==> src/rtl/scrambler_core_pkg.sv <==
// Shared definitions for the Gold-sequence bit scrambler: FSM states, tag codes,
// default generator warm-up length and the data scrambling helper.
package scrambler_core_pkg;

  typedef enum logic [2:0] {
    ST_IDLE   = 3'd0,
    ST_LOAD   = 3'd1,
    ST_WARMUP = 3'd2,
    ST_RUN    = 3'd3,
    ST_FLUSH  = 3'd4
  } scr_state_e;

  localparam logic [1:0] TAG_DATA = 2'b00;
  localparam logic [1:0] TAG_X    = 2'b01;
  localparam logic [1:0] TAG_Y    = 2'b10;

  localparam int NC_SHIFT_DEFAULT = 1600;

  function automatic logic scr_data_bit(input logic data_bit, input logic gold_bit);
    return data_bit ^ gold_bit;
  endfunction

endpackage

==> src/rtl/scrambler_core_scr_out_reg.sv <==
// One-entry output register with valid/ready; loads on accept, holds under
// back-pressure and empties when consumed without a refill.
module scr_out_reg (
  input  logic clk_i,
  input  logic rst_ni,
  input  logic load_i,
  input  logic bit_i,
  input  logic last_i,
  input  logic ready_i,
  output logic valid_o,
  output logic data_o,
  output logic last_o
);

  logic valid_q;
  logic data_q;
  logic last_q;

  // A load always wins: upstream only loads when the slot is empty or draining.
  always_ff @(posedge clk_i or negedge rst_ni) begin
    if (!rst_ni) begin
      valid_q <= 1'b0;
      data_q  <= 1'b0;
      last_q  <= 1'b0;
    end else if (load_i) begin
      valid_q <= 1'b1;
      data_q  <= bit_i;
      last_q  <= last_i;
    end else if (ready_i) begin
      valid_q <= 1'b0;
      last_q  <= 1'b0;
    end else begin
      valid_q <= valid_q;
      last_q  <= last_q;
    end
  end

  assign valid_o = valid_q;
  assign data_o  = data_q;
  assign last_o  = last_q;

endmodule

==> src/rtl/scrambler_core.sv <==
// Codeword scrambler driving an external Gold generator (load, warm-up, run).
// Optional x/y marker-bit tag handling is selected by a configuration macro.
module scrambler_core
  import scrambler_core_pkg::*;
#(
  parameter int NC_SHIFT = NC_SHIFT_DEFAULT,
  parameter int LEN_W    = 17
) (
  input  logic             CLK_SCR,
  input  logic             RST_SCR,
  input  logic             START,
  input  logic [LEN_W-1:0] NUM_BITS,
  input  logic             DATA_IN,
  input  logic [1:0]       DATA_TAG,
  input  logic             DATA_VALID,
  output logic             DATA_READY,
  input  logic             GOLD_SEQ,
  input  logic             GOLD_VALID,
  output logic             PR_EN,
  output logic             PR_SHIFT,
  output logic             PR_OUT_EN,
  output logic             PR_BUSY,
  output logic             SCR_OUT,
  output logic             SCR_VALID,
  output logic             SCR_LAST,
  input  logic             SCR_READY,
  output logic             BUSY,
  output logic             DONE,
  output logic             TIMEOUT
);

  localparam int WCNT_W = $clog2(NC_SHIFT + 6);
  localparam logic [WCNT_W-1:0] WARM_LIMIT = WCNT_W'(NC_SHIFT + 4);

  scr_state_e        state_q;
  logic [LEN_W-1:0]  len_q;
  logic [LEN_W-1:0]  bcnt_q;
  logic [LEN_W-1:0]  bcnt_d;
  logic [WCNT_W-1:0] wcnt_q;
  logic              pr_en_q;
  logic              pr_shift_q;
  logic              pr_out_en_q;
  logic              busy_q;
  logic              done_q;
  logic              timeout_q;
  logic              accept_s;
  logic              last_s;
  logic              out_bit_s;

  assign DATA_READY = (state_q == ST_RUN) & (~SCR_VALID | SCR_READY);
  assign accept_s   = DATA_VALID & DATA_READY;
  assign PR_BUSY    = accept_s;
  assign bcnt_d     = bcnt_q + LEN_W'(1);
  assign last_s     = (bcnt_d == len_q);

`ifdef SCR_PLACEHOLDER_EN
  logic prev_q;

  always_comb begin
    out_bit_s = scr_data_bit(DATA_IN, GOLD_SEQ);
    case (DATA_TAG)
      TAG_X:   out_bit_s = 1'b1;
      TAG_Y:   out_bit_s = prev_q;
      default: out_bit_s = scr_data_bit(DATA_IN, GOLD_SEQ);
    endcase
  end

  // Cleared while idle so a leading y marker bit repeats 0.
  always_ff @(posedge CLK_SCR or negedge RST_SCR) begin
    if (!RST_SCR) begin
      prev_q <= 1'b0;
    end else if (state_q == ST_IDLE) begin
      prev_q <= 1'b0;
    end else if (accept_s) begin
      prev_q <= out_bit_s;
    end else begin
      prev_q <= prev_q;
    end
  end
`else
  logic unused_tag_s;
  assign unused_tag_s = ^DATA_TAG;
  assign out_bit_s    = scr_data_bit(DATA_IN, GOLD_SEQ);
`endif

  always_ff @(posedge CLK_SCR or negedge RST_SCR) begin
    if (!RST_SCR) begin
      state_q     <= ST_IDLE;
      len_q       <= {LEN_W{1'b0}};
      bcnt_q      <= {LEN_W{1'b0}};
      wcnt_q      <= {WCNT_W{1'b0}};
      pr_en_q     <= 1'b0;
      pr_shift_q  <= 1'b0;
      pr_out_en_q <= 1'b0;
      busy_q      <= 1'b0;
      done_q      <= 1'b0;
      timeout_q   <= 1'b0;
    end else begin
      done_q    <= 1'b0;
      timeout_q <= 1'b0;
      case (state_q)
        ST_IDLE: begin
          if (START) begin
            if (NUM_BITS != {LEN_W{1'b0}}) begin
              state_q     <= ST_LOAD;
              len_q       <= NUM_BITS;
              bcnt_q      <= {LEN_W{1'b0}};
              wcnt_q      <= {WCNT_W{1'b0}};
              pr_en_q     <= 1'b1;
              pr_shift_q  <= 1'b0;
              pr_out_en_q <= 1'b0;
              busy_q      <= 1'b1;
            end else begin
              done_q <= 1'b1;
            end
          end
        end
        ST_LOAD: begin
          state_q    <= ST_WARMUP;
          pr_shift_q <= 1'b1;
        end
        ST_WARMUP: begin
          wcnt_q <= wcnt_q + WCNT_W'(1);
          if (GOLD_VALID) begin
            state_q     <= ST_RUN;
            pr_shift_q  <= 1'b0;
            pr_out_en_q <= 1'b1;
          end else if (wcnt_q == WARM_LIMIT) begin
            // Generator never came up: abandon the codeword without DONE.
            state_q    <= ST_IDLE;
            pr_en_q    <= 1'b0;
            pr_shift_q <= 1'b0;
            busy_q     <= 1'b0;
            timeout_q  <= 1'b1;
          end
        end
        ST_RUN: begin
          if (accept_s) begin
            bcnt_q <= bcnt_d;
            if (last_s) begin
              state_q     <= ST_FLUSH;
              pr_en_q     <= 1'b0;
              pr_out_en_q <= 1'b0;
            end
          end
        end
        ST_FLUSH: begin
          if (SCR_VALID && SCR_READY) begin
            state_q <= ST_IDLE;
            busy_q  <= 1'b0;
            done_q  <= 1'b1;
          end
        end
        default: begin
          state_q     <= ST_IDLE;
          pr_en_q     <= 1'b0;
          pr_shift_q  <= 1'b0;
          pr_out_en_q <= 1'b0;
          busy_q      <= 1'b0;
        end
      endcase
    end
  end

  assign PR_EN     = pr_en_q;
  assign PR_SHIFT  = pr_shift_q;
  assign PR_OUT_EN = pr_out_en_q;
  assign BUSY      = busy_q;
  assign DONE      = done_q;
  assign TIMEOUT   = timeout_q;

  scr_out_reg u_out_reg (
    .clk_i   (CLK_SCR),
    .rst_ni  (RST_SCR),
    .load_i  (accept_s),
    .bit_i   (out_bit_s),
    .last_i  (last_s),
    .ready_i (SCR_READY),
    .valid_o (SCR_VALID),
    .data_o  (SCR_OUT),
    .last_o  (SCR_LAST)
  );

endmodule

==> config.mk <==
export PLATFORM = sky130hd
export DESIGN_NAME = scrambler_core
export DESIGN_NICKNAME = d
export VERILOG_FILES = /design/src/rtl/scrambler_core_pkg.sv /design/src/rtl/scrambler_core_scr_out_reg.sv /design/src/rtl/scrambler_core.sv
export SDC_FILE = /design/constraint.sdc
export NUM_CORES = 1
export LEC_CHECK = 0
export CORE_MARGIN = 2
export CORE_UTILIZATION = 40
export CTS_CLUSTER_SIZE = 12
export DETAILED_ROUTE_END_ITERATION = 16
export PLACE_DENSITY_LB_ADDON = 0.15
export REMOVE_ABC_BUFFERS = 1
export SETUP_SLACK_MARGIN = 0.02
export SLEW_MARGIN = 20
export SYNTH_ARGS = -nofsm -noshare
export SYNTH_HDL_FRONTEND = slang
export SYNTH_HIERARCHICAL = 1
export SYNTH_SLANG_ARGS = --single-unit
==> constraint.sdc <==
create_clock -name CLK_SCR -period 3.6 [get_ports CLK_SCR]
set_input_delay 0.54 -clock CLK_SCR [delete_from_list [all_inputs] [get_ports CLK_SCR]]
set_output_delay 0.54 -clock CLK_SCR [all_outputs]
set_load 0.05 [all_outputs]
==> reports/results.tsv, run 1 <==
stage	metric	value	unit
drt	Via Count	2781	
grt	largest net degree at the start of global routing	32	
cts	Resize count post-CTS	0	
run_status	outcome	completed	
place	HPWL reported at the end of detailed placement	5.45	mm
timing	Final Critical Period	3.03	ns
drt	met3 wire len	283	um
logic_synthesis	Mapped Cells	376	
power	combinational share of power	37.8	%
power	pwr/cell area	699	nW/um^2
cts	clock latency on the worst-skew pair	0.35	ns
grt	GRT Total Usage	18.8	%
logic_synthesis	synthesized area	3270	um^2
job	Max-cap violations	0	
grt	vias in the first global route	2694	
floorplan	Die X	94.4	um
setup_path	worst-path maximum fanout	8	
power	internal power	1700	uW
cts	Reg clk slew, reported paths	0.07	ns
drt	M1 wire length	3.50	mm
timing	final max-slew violation count	0	
drt	post-DR vias/cell	5.37	
final_layout	Inserted Diodes	0	
cts	CTS tree	built	
floorplan	Core Area	7810	um^2
timing	Setup Viol. Count Final	0	
timing	Final Hold Fails	0	
drt	aggregate routed wire length	7.64	mm
cts	setup bufs post-CTS	0	
drt	met2 routed WL	3.73	mm
place	GP Congestion	0.865	
timing	RSZ-0062 raised after global routing	false	
drt	drt drc	0	
floorplan	I/O pins	38	
floorplan	Die Footprint	8900	um^2
timing	Max Clock Freq	0.330	GHz
timing	period utilization	84.3	%
drt	drt pass-1 iters	4	
place	Placed Area	3710	um^2
setup_path	Critical Path AT	2.49	ns
logic_synthesis	Synth area leaders	dfrtp_1 (44%), nand2_1 (9.1%), xor2_1 (5.1%)	
power	VDD IR max	360	uV
drt	DR iter-0 viols	122	
timing	final setup margin	0.566	ns
timing	Setup TNS Final	0	ns
floorplan	row cnt	32	
timing	Slew HR	47.1	%
drt	top sig layer	met4	
cts	clock buffer count from CTS	9	
logic_synthesis	ys async rst share	100	%
setup_path	critical path class	reg -> out	
logic_synthesis	register area share after synthesis	43.7	%
drt	DRT antenna net count	0	
grt	grt ovf	0	
cts	clock sinks	57	
timing	hold slack final	0.194	ns
logic_synthesis	Mapped Avg Cell Area	8.69	um^2
hold_path	Hold/Removal Path Class	in -> async	
timing	Clock Skew	0.00934	ns
logic_synthesis	post-synth top area share	43.7	%
cts	CTS Root Cell	clkbuf_8	
cts	maximum clock path buffer count	2	
setup_path	CP required	3.06	ns
power	Sw Share	38.6	%
power	switching power total	1070	uW
final_layout	final core occ	50.6	%
grt	initial antenna violation count	0	
final_layout	Area growth, synth to finish	21.0	%
final_layout	share of layout cells above drive strength 1	10.1	%
final_layout	Design Area, Final	3950	um^2
setup_path	Worst Setup End Kind	output port	
place	post-place setup slack	0.658	ns
power	Reg power frac	35.1	%
cts	Hold Buf Count CTS	0	
logic_synthesis	Yosys Warn Count	6	
drt	Avg WL per Cell	14.7	um
grt	global-route wire length before repair	13.0	mm
floorplan	die height	94.4	um
power	P_leak	0.00179	uW
floorplan	Initial Utilization	41.8	%
power	Clock power frac	27.1	%
cts	CTS H-tree lvls	3	
logic_synthesis	Yosys top cell by area	dfrtp_1	
place	port bufs	35	
final_layout	# fillers	734	
setup_path	Worst Setup Start Kind	flip-flop	
final_layout	Net count, final	441	
logic_synthesis	Seq cells post-synth	57	
logic_synthesis	Distinct cells, synth	56	
logic_synthesis	Main synth FF type	dfrtp_1	
logic_synthesis	number of synthesized flops with an enable pin	0	
timing	worst slew pin tran	0.793	ns
==> final timing paths <==
| check | startpoint | end | slack (ns) | depth (start not counted) |
|---|---|---|---|---|
| max | state_q[1] | DATA_READY | 0.57 | 4 |
| min reg2reg | BUSY | BUSY | 0.49 | 1 |
| max reg2reg | bcnt_q[0] | state_q[0] | 0.62 | 8 |
| min in group CLK_SCR | BUSY | BUSY | 0.49 | 1 |
| min | RST_SCR | bcnt_q[1] | 0.19 | 1 |
| max in group asynchronous | RST_SCR | bcnt_q[10] | 2.56 | 2 |
==> cells by family (layout without fill, tap and decap cells) <==
logic type               Yosys count  count (layout)  synth area share [%]
adder cells (fa/ha/maj)            3               3                  1.15
multiplexers                       3               3                  1.11
AO/OA/AOI/OAI                     74              74                  14.6
flip-flops                        57              57                  43.7
buffers and inverters             26              66                  3.64
XOR/XNOR                          32              32                  8.58
AND/OR/NAND/NOR                  181             181                  27.2
==> Yosys cell counts, types with 3 or more instances <==
master / n
nand2_1: 79
dfrtp_1: 57
nor2_1: 32
o21ai_0: 30
xor2_1: 19
xnor2_1: 13
nand3_1: 12
a21oi_1: 9
and3_1: 9
inv_1: 9
nand4_1: 9
buf_2: 8
nor3_1: 7
clkbuf_1: 6
nor4_1: 6
o31ai_1: 6
or3_1: 5
a31oi_1: 3
and3_2: 3
buf_4: 3
ha_1: 3
o211ai_1: 3
or2_2: 3
==> cell usage in the layout, fill, tap and decap left out, types with 3 or more instances in the layout <==
| cell type | count |
|---|---|
| buf_4 | 6 |
| nand2_1 | 79 |
| o31ai_1 | 6 |
| xor2_1 | 19 |
| and3_2 | 3 |
| nand3_1 | 12 |
| or3_1 | 5 |
| a31oi_1 | 3 |
| or2_2 | 3 |
| inv_1 | 9 |
| a21oi_1 | 9 |
| and3_1 | 9 |
| nor3_1 | 7 |
| xnor2_1 | 13 |
| nor2_1 | 32 |
| bufinv_16 | 3 |
| clkdlybuf4s50_1 | 33 |
| o21ai_0 | 30 |
| nand4_1 | 9 |
| clkbuf_8 | 10 |
| o211ai_1 | 3 |
| ha_1 | 3 |
| dfrtp_1 | 57 |
| nor4_1 | 6 |
==> routing by layer <==
metal / global-route usage, % / vias to the layer above
met3: 4.87 / 12
met1: 25.1 / 1336
met4: 6.04 / 0
li1: - / 1391
met2: 30.1 / 42
met5: 0 / -
==> critical path: stages, from the launching register on <==
cell and delay (ns):
dfrtp_1 0.48, inv_1 0.20, or3_1 0.41, a21oi_2 0.22, clkdlybuf4s50_1 0.84
==> power by group through the flow <==
| stage | registers [uW] | logic [uW] | clock network (uW) |
|---|---|---|---|
| finish | 971 | 1040 | 749 |
| global placement | 982 | 1030 | 0 |
| global route | 1000 | 1160 | 789 |
| CTS | 973 | 1050 | 767 |
| floorplan | 1040 | 643 | 0 |
| detailed placement | 984 | 1050 | 0 |
==> stage by stage <==
step	cells	power (uW)
after floorplan	359	1690
after global placement	502	2010
after detailed placement	502	2030
after CTS	518	2790
after global routing	518	2950
final	518	2760
==> state kept, by name, summed over array words and instances, names as in the netlist <==
name	cells
wcnt_q	11
PR_OUT_EN	1
PR_EN	1
BUSY	1
u_out_reg/valid_o	1
state_q	3
DONE	1
TIMEOUT	1
PR_SHIFT	1
len_q	17
bcnt_q	17
u_out_reg/data_o	1
u_out_reg/last_o	1
==> layout make-up <==
cell class,count,area [um^2],share of cell area [%]
multi-input cells,293,1720,43.5
flip-flops and latches,57,1430,36.1
repair buffers,41,400,10.1
clock buffers,11,141,3.58
well taps,102,128,3.23
clock inverters,5,103,2.60
inverters,9,33.8,0.855
(Power assumes the default switching activity.)
==> run 2, diff against run 1 <==
==> constraint.sdc (replaced) <==
create_clock -name CLK_SCR -period 3.02 [get_ports CLK_SCR]
set_input_delay 0.453 -clock CLK_SCR [delete_from_list [all_inputs] [get_ports CLK_SCR]]
set_output_delay 0.453 -clock CLK_SCR [all_outputs]
set_load 0.05 [all_outputs]
==> reports/results.tsv, run 2 (same netlist as run 1, synthesis figures left out) <==
stage	metric	value	unit	change
final_layout	share of layout cells above drive strength 1	11.2	%	+1.1 points
setup_path	worst-path maximum fanout	7		-1
floorplan	Core Area	7810	um^2	unchanged
floorplan	Initial Utilization	41.8	%	unchanged
place	GP Congestion	0.836		-3.3%
setup_path	CP required	2.57	ns	-0.49 ns
power	P_leak	0.00180	uW	+0.55%
power	VDD IR max	452	uV	+26%
cts	Hold Buf Count CTS	0		unchanged
floorplan	die height	94.4	um	unchanged
drt	Avg WL per Cell	14.7	um	about the same
timing	Final Hold Fails	0		unchanged
timing	final setup margin	0.188	ns	-0.379 ns
place	post-place setup slack	0.190	ns	-0.468 ns
final_layout	Inserted Diodes	0		unchanged
timing	Setup TNS Final	0	ns	unchanged
drt	DR iter-0 viols	121		-0.82%
setup_path	CP Launch Point	state_q[0]		
floorplan	I/O pins	38		unchanged
drt	drt pass-1 iters	4		unchanged
grt	initial antenna violation count	0		unchanged
final_layout	commonest non-fill, non-tap cells in the layout	nand2_1 (79), dfrtp_1 (57), clkdlybuf4s50_1 (33)		
drt	Via Count	2773		-0.29%
place	HPWL reported at the end of detailed placement	5.55	mm	+1.8%
drt	aggregate routed wire length	7.69	mm	+0.69%
cts	CTS H-tree lvls	3		unchanged
drt	DRT antenna net count	0		unchanged
cts	Resize count post-CTS	0		unchanged
setup_path	FF-to-FF path depth	8		unchanged
final_layout	most common cell after layout, fill and taps aside	nand2_1		
setup_path	Critical Path AT	2.38	ns	-0.11 ns
drt	post-DR vias/cell	5.31		-1.1%
cts	clock sinks	57		unchanged
timing	period utilization	93.8	%	
setup_path	Worst Setup Start Kind	flip-flop		
setup_path	Worst Setup End Kind	output port		
grt	grt ovf	0		unchanged
timing	final max-slew violation count	0		unchanged
floorplan	Die Footprint	8900	um^2	unchanged
setup_path	critical path class	reg -> out		
power	Final Power	3220	uW	+16%
cts	Reg clk slew, reported paths	0.07	ns	about the same
timing	Final Critical Period	2.83	ns	
cts	CTS tree	built		
cts	setup bufs post-CTS	0		unchanged
final_layout	final core occ	50.8	%	+0.18 points
cts	CTS Root Cell	clkbuf_8		
timing	RSZ-0062 raised after global routing	false		
timing	worst slew pin tran	0.798	ns	+0.00499 ns
timing	Max Clock Freq	0.353	GHz	
final_layout	# fillers	755		+2.9%
hold_path	Hold/Removal Path Class	in -> async		
cts	clock latency on the worst-skew pair	0.34	ns	about the same
run_status	outcome	completed		
power	pwr/cell area	811	nW/um^2	+16%
floorplan	row cnt	32		unchanged
timing	Slew HR	46.8	%	-0.33 points
setup_path	worst r2r src	bcnt_q[0]		
grt	largest net degree at the start of global routing	58		+81%
timing	Setup Viol. Count Final	0		unchanged
grt	vias in the first global route	2720		+0.97%
final_layout	Area growth, synth to finish	21.5	%	
job	Max-cap violations	0		unchanged
cts	maximum clock path buffer count	2		unchanged
grt	GRT Total Usage	19.1	%	+0.22 points
timing	Clock Skew	0.00689	ns	-0.00244 ns
cts	clock buffer count from CTS	9		unchanged
final_layout	Net count, final	445		+0.91%
final_layout	biggest regs	bcnt_q (17), len_q (17), wcnt_q (11)		
place	port bufs	35		unchanged
grt	global-route wire length before repair	13.2	mm	+1.8%
floorplan	Die X	94.4	um	unchanged
drt	drt drc	0		unchanged
==> run 2: path summary, 6_finish.rpt <==
| path | endpoint | slack (ns) |
|---|---|---|
| min reg2reg | len_q[14] | 0.49 |
| max | DATA_READY | 0.19 |
| max reg2reg | state_q[0] | 0.33 |
| max in group asynchronous | bcnt_q[10] | 2.29 |
| min in group CLK_SCR | len_q[14] | 0.49 |
| min | bcnt_q[0] | 0.24 |
==> run 2: area by class of cell <==
| type | count | area [um^2] | area share [%] |
|---|---|---|---|
| Multi-Input combinational cell | 293 | 1720 | 43.4 |
| Inverter | 9 | 33.8 | 0.852 |
| Clock inverter | 4 | 50.0 | 1.26 |
| Tap cell | 102 | 128 | 3.22 |
| Timing Repair Buffer | 45 | 443 | 11.2 |
| Sequential cell | 57 | 1430 | 36.0 |
| Clock buffer | 12 | 165 | 4.16 |
==> run 2: worst max-delay path: stages (launching register included) <==
cell and delay [ns]:
dfrtp_1 0.44, inv_1 0.12, or3_1 0.42, a21oi_2 0.21, clkdlybuf4s50_1 0.84
==> run 2: where the power goes <==
part	switching (uW)	internal [uW]
clock network	320	447
registers	197	963
logic	761	529
total	1280	1940
==> run 2: routing by layer <==
layer,wire (um),global-route usage (%)
met4,116,6.04
met2,3720,31.5
met5,0,0
met3,265,4.71
met1,3590,24.7
==> run 2: stage by stage <==
stage | instance area [um^2] | cells | hold slack [ns]
6_report | 3970 | 522 | 0.239
5_1_grt | 3970 | 522 | 0.317
4_1_cts | 3970 | 522 | 0.277
3_5_place_dp | 3750 | 506 | 0.485
3_3_place_gp | 3750 | 506 | 0.458
2_1_floorplan | 3180 | 359 | 0.157
==> run 3, diff against run 2 <==
--- a/config.mk
+++ b/config.mk
@@ -7,6 +7,7 @@
 export LEC_CHECK = 0
 export CORE_MARGIN = 2
 export CORE_UTILIZATION = 40
+export CTS_CLUSTER_DIAMETER = 80
 export CTS_CLUSTER_SIZE = 12
 export DETAILED_ROUTE_END_ITERATION = 16
 export PLACE_DENSITY_LB_ADDON = 0.15
@@ -15,5 +16,4 @@
 export SLEW_MARGIN = 20
 export SYNTH_ARGS = -nofsm -noshare
 export SYNTH_HDL_FRONTEND = slang
-export SYNTH_HIERARCHICAL = 1
 export SYNTH_SLANG_ARGS = --single-unit
==> reports/results.tsv, run 3 <==
stage	metric	value	unit	change
power	P_leak	0.00162	uW	-10%
floorplan	Die X	96.6	um	+2.4%
timing	hold slack final	0.103	ns	-0.136 ns
logic_synthesis	Yosys top cell by area	dfrtp_1		
grt	grt ovf	0		unchanged
timing	Max Clock Freq	0.376	GHz	+6.6%
setup_path	critical path class	reg -> reg		
timing	RSZ-0062 raised after global routing	false		
final_layout	Finished Layout Cells	525		+0.57%
power	Clock power frac	31.2	%	+7.3 points
power	pwr/cell area	579	nW/um^2	-29%
cts	setup bufs post-CTS	0		unchanged
logic_synthesis	Main synth FF type	dfrtp_1		
power	internal power	1530	uW	-21%
setup_path	crit-path leading delay family	simple AND/OR/NAND/NOR gates		
setup_path	CP required	3.25	ns	+0.68 ns
logic_synthesis	ys async rst share	100	%	unchanged
final_layout	biggest regs	bcnt_q (17), len_q (17), wcnt_q (11)		
logic_synthesis	Seq cells post-synth	57		unchanged
logic_synthesis	synthesized area	3430	um^2	+5.1%
logic_synthesis	Mapped Avg Cell Area	9.08	um^2	+4.5%
logic_synthesis	Synth area leaders	dfrtp_1 (42%), mux2_2 (5.6%), o21ai_0 (5.4%)		
logic_synthesis	synth cell count leaders	dfrtp_1 (57), nor2_1 (37), o21ai_0 (37), nand2_1 (31), nand3_1 (26)		
cts	Hold Buf Count CTS	0		unchanged
logic_synthesis	Yosys Warn Count	0		-6
grt	global-route wire length before repair	14.6	mm	+11%
final_layout	final core occ	49.7	%	-1.1 points
setup_path	Worst Setup End Kind	flip-flop		
timing	final max-slew violation count	0		unchanged
final_layout	Net count, final	445		unchanged
final_layout	most common cell after layout, fill and taps aside	dfrtp_1		
timing	Final Critical Period	2.66	ns	-0.175 ns
timing	worst slew pin tran	0.663	ns	-0.135 ns
drt	aggregate routed wire length	8.50	mm	+11%
floorplan	row cnt	33		+3.1%
final_layout	Area growth, synth to finish	19.5	%	
place	HPWL reported at the end of detailed placement	6.11	mm	+10%
timing	Setup TNS Final	0	ns	unchanged
cts	Resize count post-CTS	0		unchanged
logic_synthesis	post-synth top area share	41.6	%	-2.1 points
cts	maximum clock path buffer count	2		unchanged
job	Max-cap violations	0		unchanged
timing	Setup Viol. Count Final	0		unchanged
setup_path	worst-path maximum fanout	10		+3
setup_path	CP Cell Sequence	nand3_1 > nor4_2 > mux2i_1 > o211ai_1 > nor3b_1 > nor3b_2 > nor4_1		
setup_path	Critical Path AT	2.88	ns	+0.50 ns
drt	DR iter-0 viols	167		+38%
grt	largest net degree at the start of global routing	48		-17%
final_layout	Inserted Diodes	0		unchanged
grt	initial antenna violation count	0		unchanged
hold_path	Hold/Removal Path Class	in -> async		
place	GP Congestion	0.831		-0.60%
power	Final Power	2380	uW	-26%
timing	Final Hold Fails	0		unchanged
timing	Clock Skew	0.0131	ns	+0.00618 ns
timing	period utilization	88.0	%	-5.8 points
power	switching power total	844	uW	-34%
run_status	outcome	completed		
cts	CTS tree	built		
setup_path	CP bufs+invs	0		-2
floorplan	Die Footprint	9330	um^2	+4.8%
logic_synthesis	Mapped Cells	378		+0.53%
power	VDD IR max	249	uV	-45%
setup_path	CP peak stage delay	0.57	ns	-0.27 ns
cts	Reg clk slew, reported paths	0.08	ns	about the same
grt	GRT Total Usage	19.1	%	+0.046 points
place	Cells after DPL	509		+0.59%
cts	clock buffer count from CTS	9		unchanged
timing	Slew HR	55.7	%	+8.9 points
drt	Via Count	2976		+7.3%
floorplan	I/O pins	38		unchanged
power	Reg power frac	42.3	%	+6.2 points
setup_path	critical path's slowest cell	nor4_2		
final_layout	# fillers	801		+6.1%
cts	CTS Root Cell	clkbuf_8		
logic_synthesis	most common cell in the netlist	dfrtp_1		
floorplan	die height	96.6	um	+2.4%
final_layout	share of layout cells above drive strength 1	12.1	%	+0.95 points
floorplan	Initial Utilization	41.5	%	-0.28 points
drt	drt pass-1 iters	4		unchanged
drt	post-DR vias/cell	5.67		+6.7%
setup_path	Worst Setup Start Kind	flip-flop		
cts	CTS H-tree lvls	3		unchanged
drt	DRT antenna net count	0		unchanged
grt	vias in the first global route	2871		+5.6%
drt	drt drc	0		unchanged
logic_synthesis	number of synthesized flops with an enable pin	0		unchanged
cts	clock sinks	57		unchanged
final_layout	commonest non-fill, non-tap cells in the layout	dfrtp_1 (57), o21ai_0 (37), nor2_1 (36)		
logic_synthesis	Distinct cells, synth	58		+3.6%
cts	clock latency on the worst-skew pair	0.35	ns	about the same
power	combinational share of power	26.5	%	-14 points
logic_synthesis	register area share after synthesis	41.6	%	-2.1 points
drt	Avg WL per Cell	16.2	um	+9.9%
power	Sw Share	35.5	%	-4.2 points
floorplan	Core Area	8260	um^2	+5.8%
place	port bufs	35		unchanged
==> run 3: changes by cell type in the layout (fill, tap and decap cells not counted), moves of 4 or more <==
| cell | previous run | this run |
|---|---|---|
| xor2_1 | 19 | 14 |
| and4_1 | 0 | 4 |
| nor2b_1 | 2 | 7 |
| mux2_2 | 1 | 17 |
| nand3_1 | 12 | 26 |
| nand2b_1 | 0 | 5 |
| xnor2_1 | 13 | 18 |
| nand2_1 | 79 | 31 |
| nor2_1 | 32 | 36 |
| inv_1 | 9 | 5 |
| o21ai_0 | 30 | 37 |
==> run 3: cell families (layout without fill, tap and decap cells) <==
| kind of cell | Yosys count | in the layout | share of synthesized area (%) |
|---|---|---|---|
| and+or+nand+nor | 160 | 160 | 24.4 |
| AOI/OAI and AO/OA | 82 | 82 | 15.1 |
| DFF | 57 | 57 | 41.6 |
| xor gates and xnor gates | 32 | 32 | 8.17 |
| buffers and inverters | 26 | 68 | 3.76 |
| muxes | 18 | 18 | 5.87 |
| adders and majority gates | 3 | 3 | 1.09 |
==> run 3: final timing paths <==
check | cells after the start | from | slack [ns] | end
worst max-delay path | 7 | bcnt_q[3] | 0.36 | state_q[0]
worst min-delay path | 1 | RST_SCR | 0.10 | wcnt_q[2]
worst max register to register | 7 | bcnt_q[3] | 0.36 | state_q[0]
worst min register to register | 1 | BUSY | 0.49 | BUSY
max in group asynchronous | 2 | RST_SCR | 2.35 | bcnt_q[11]
min in group CLK_SCR | 1 | BUSY | 0.49 | BUSY
==> run 3: metrics by stage <==
stage                     cell area [um^2]  setup slack (ns)
after floorplan                       3320             0.141
after global placement                3900             0.285
after detailed placement              3900             0.253
after CTS                             4100             0.394
after global routing                  4100             0.128
final                                 4100             0.363
==> run 3: power groups by stage <==
stage          Combinational [uW]  Sequential (uW)  Clock, uW
3_3_place_gp                  612             1010          0
3_5_place_dp                  625             1020          0
2_1_floorplan                 374             1020          0
4_1_cts                       632             1000        764
6_report                      629             1000        742
5_1_grt                       698             1020        804
==> run 3: layout make-up <==
type,count,area [um^2],share of cell area (%)
multi-input combinational,295,1880,45.8
sequential,57,1430,34.8
timing repair buffer,46,440,10.7
tap,105,131,3.20
clock buffer,9,124,3.02
clock inverter,7,78.8,1.92
inverter,6,22.5,0.549
==> run 3: worst register-to-register path, stage by stage (launching register included) <==
cell and delay (ns):
dfrtp_1 0.54, nand3_1 0.22, nor4_2 0.57, mux2i_1 0.15, o211ai_1 0.33, nor3b_1 0.39, nor3b_2 0.26, nor4_1 0.07
==> run 3: metal layers <==
layer / global-route usage (%) / vias to the layer above / part of all wire (%)
met4: 6.28 / 0 / 1.5
met5: 0 / - / 0
li1: - / 1446 / -
met1: 28.0 / 1442 / 50
met3: 4.34 / 11 / 4.7
met2: 27.9 / 77 / 44
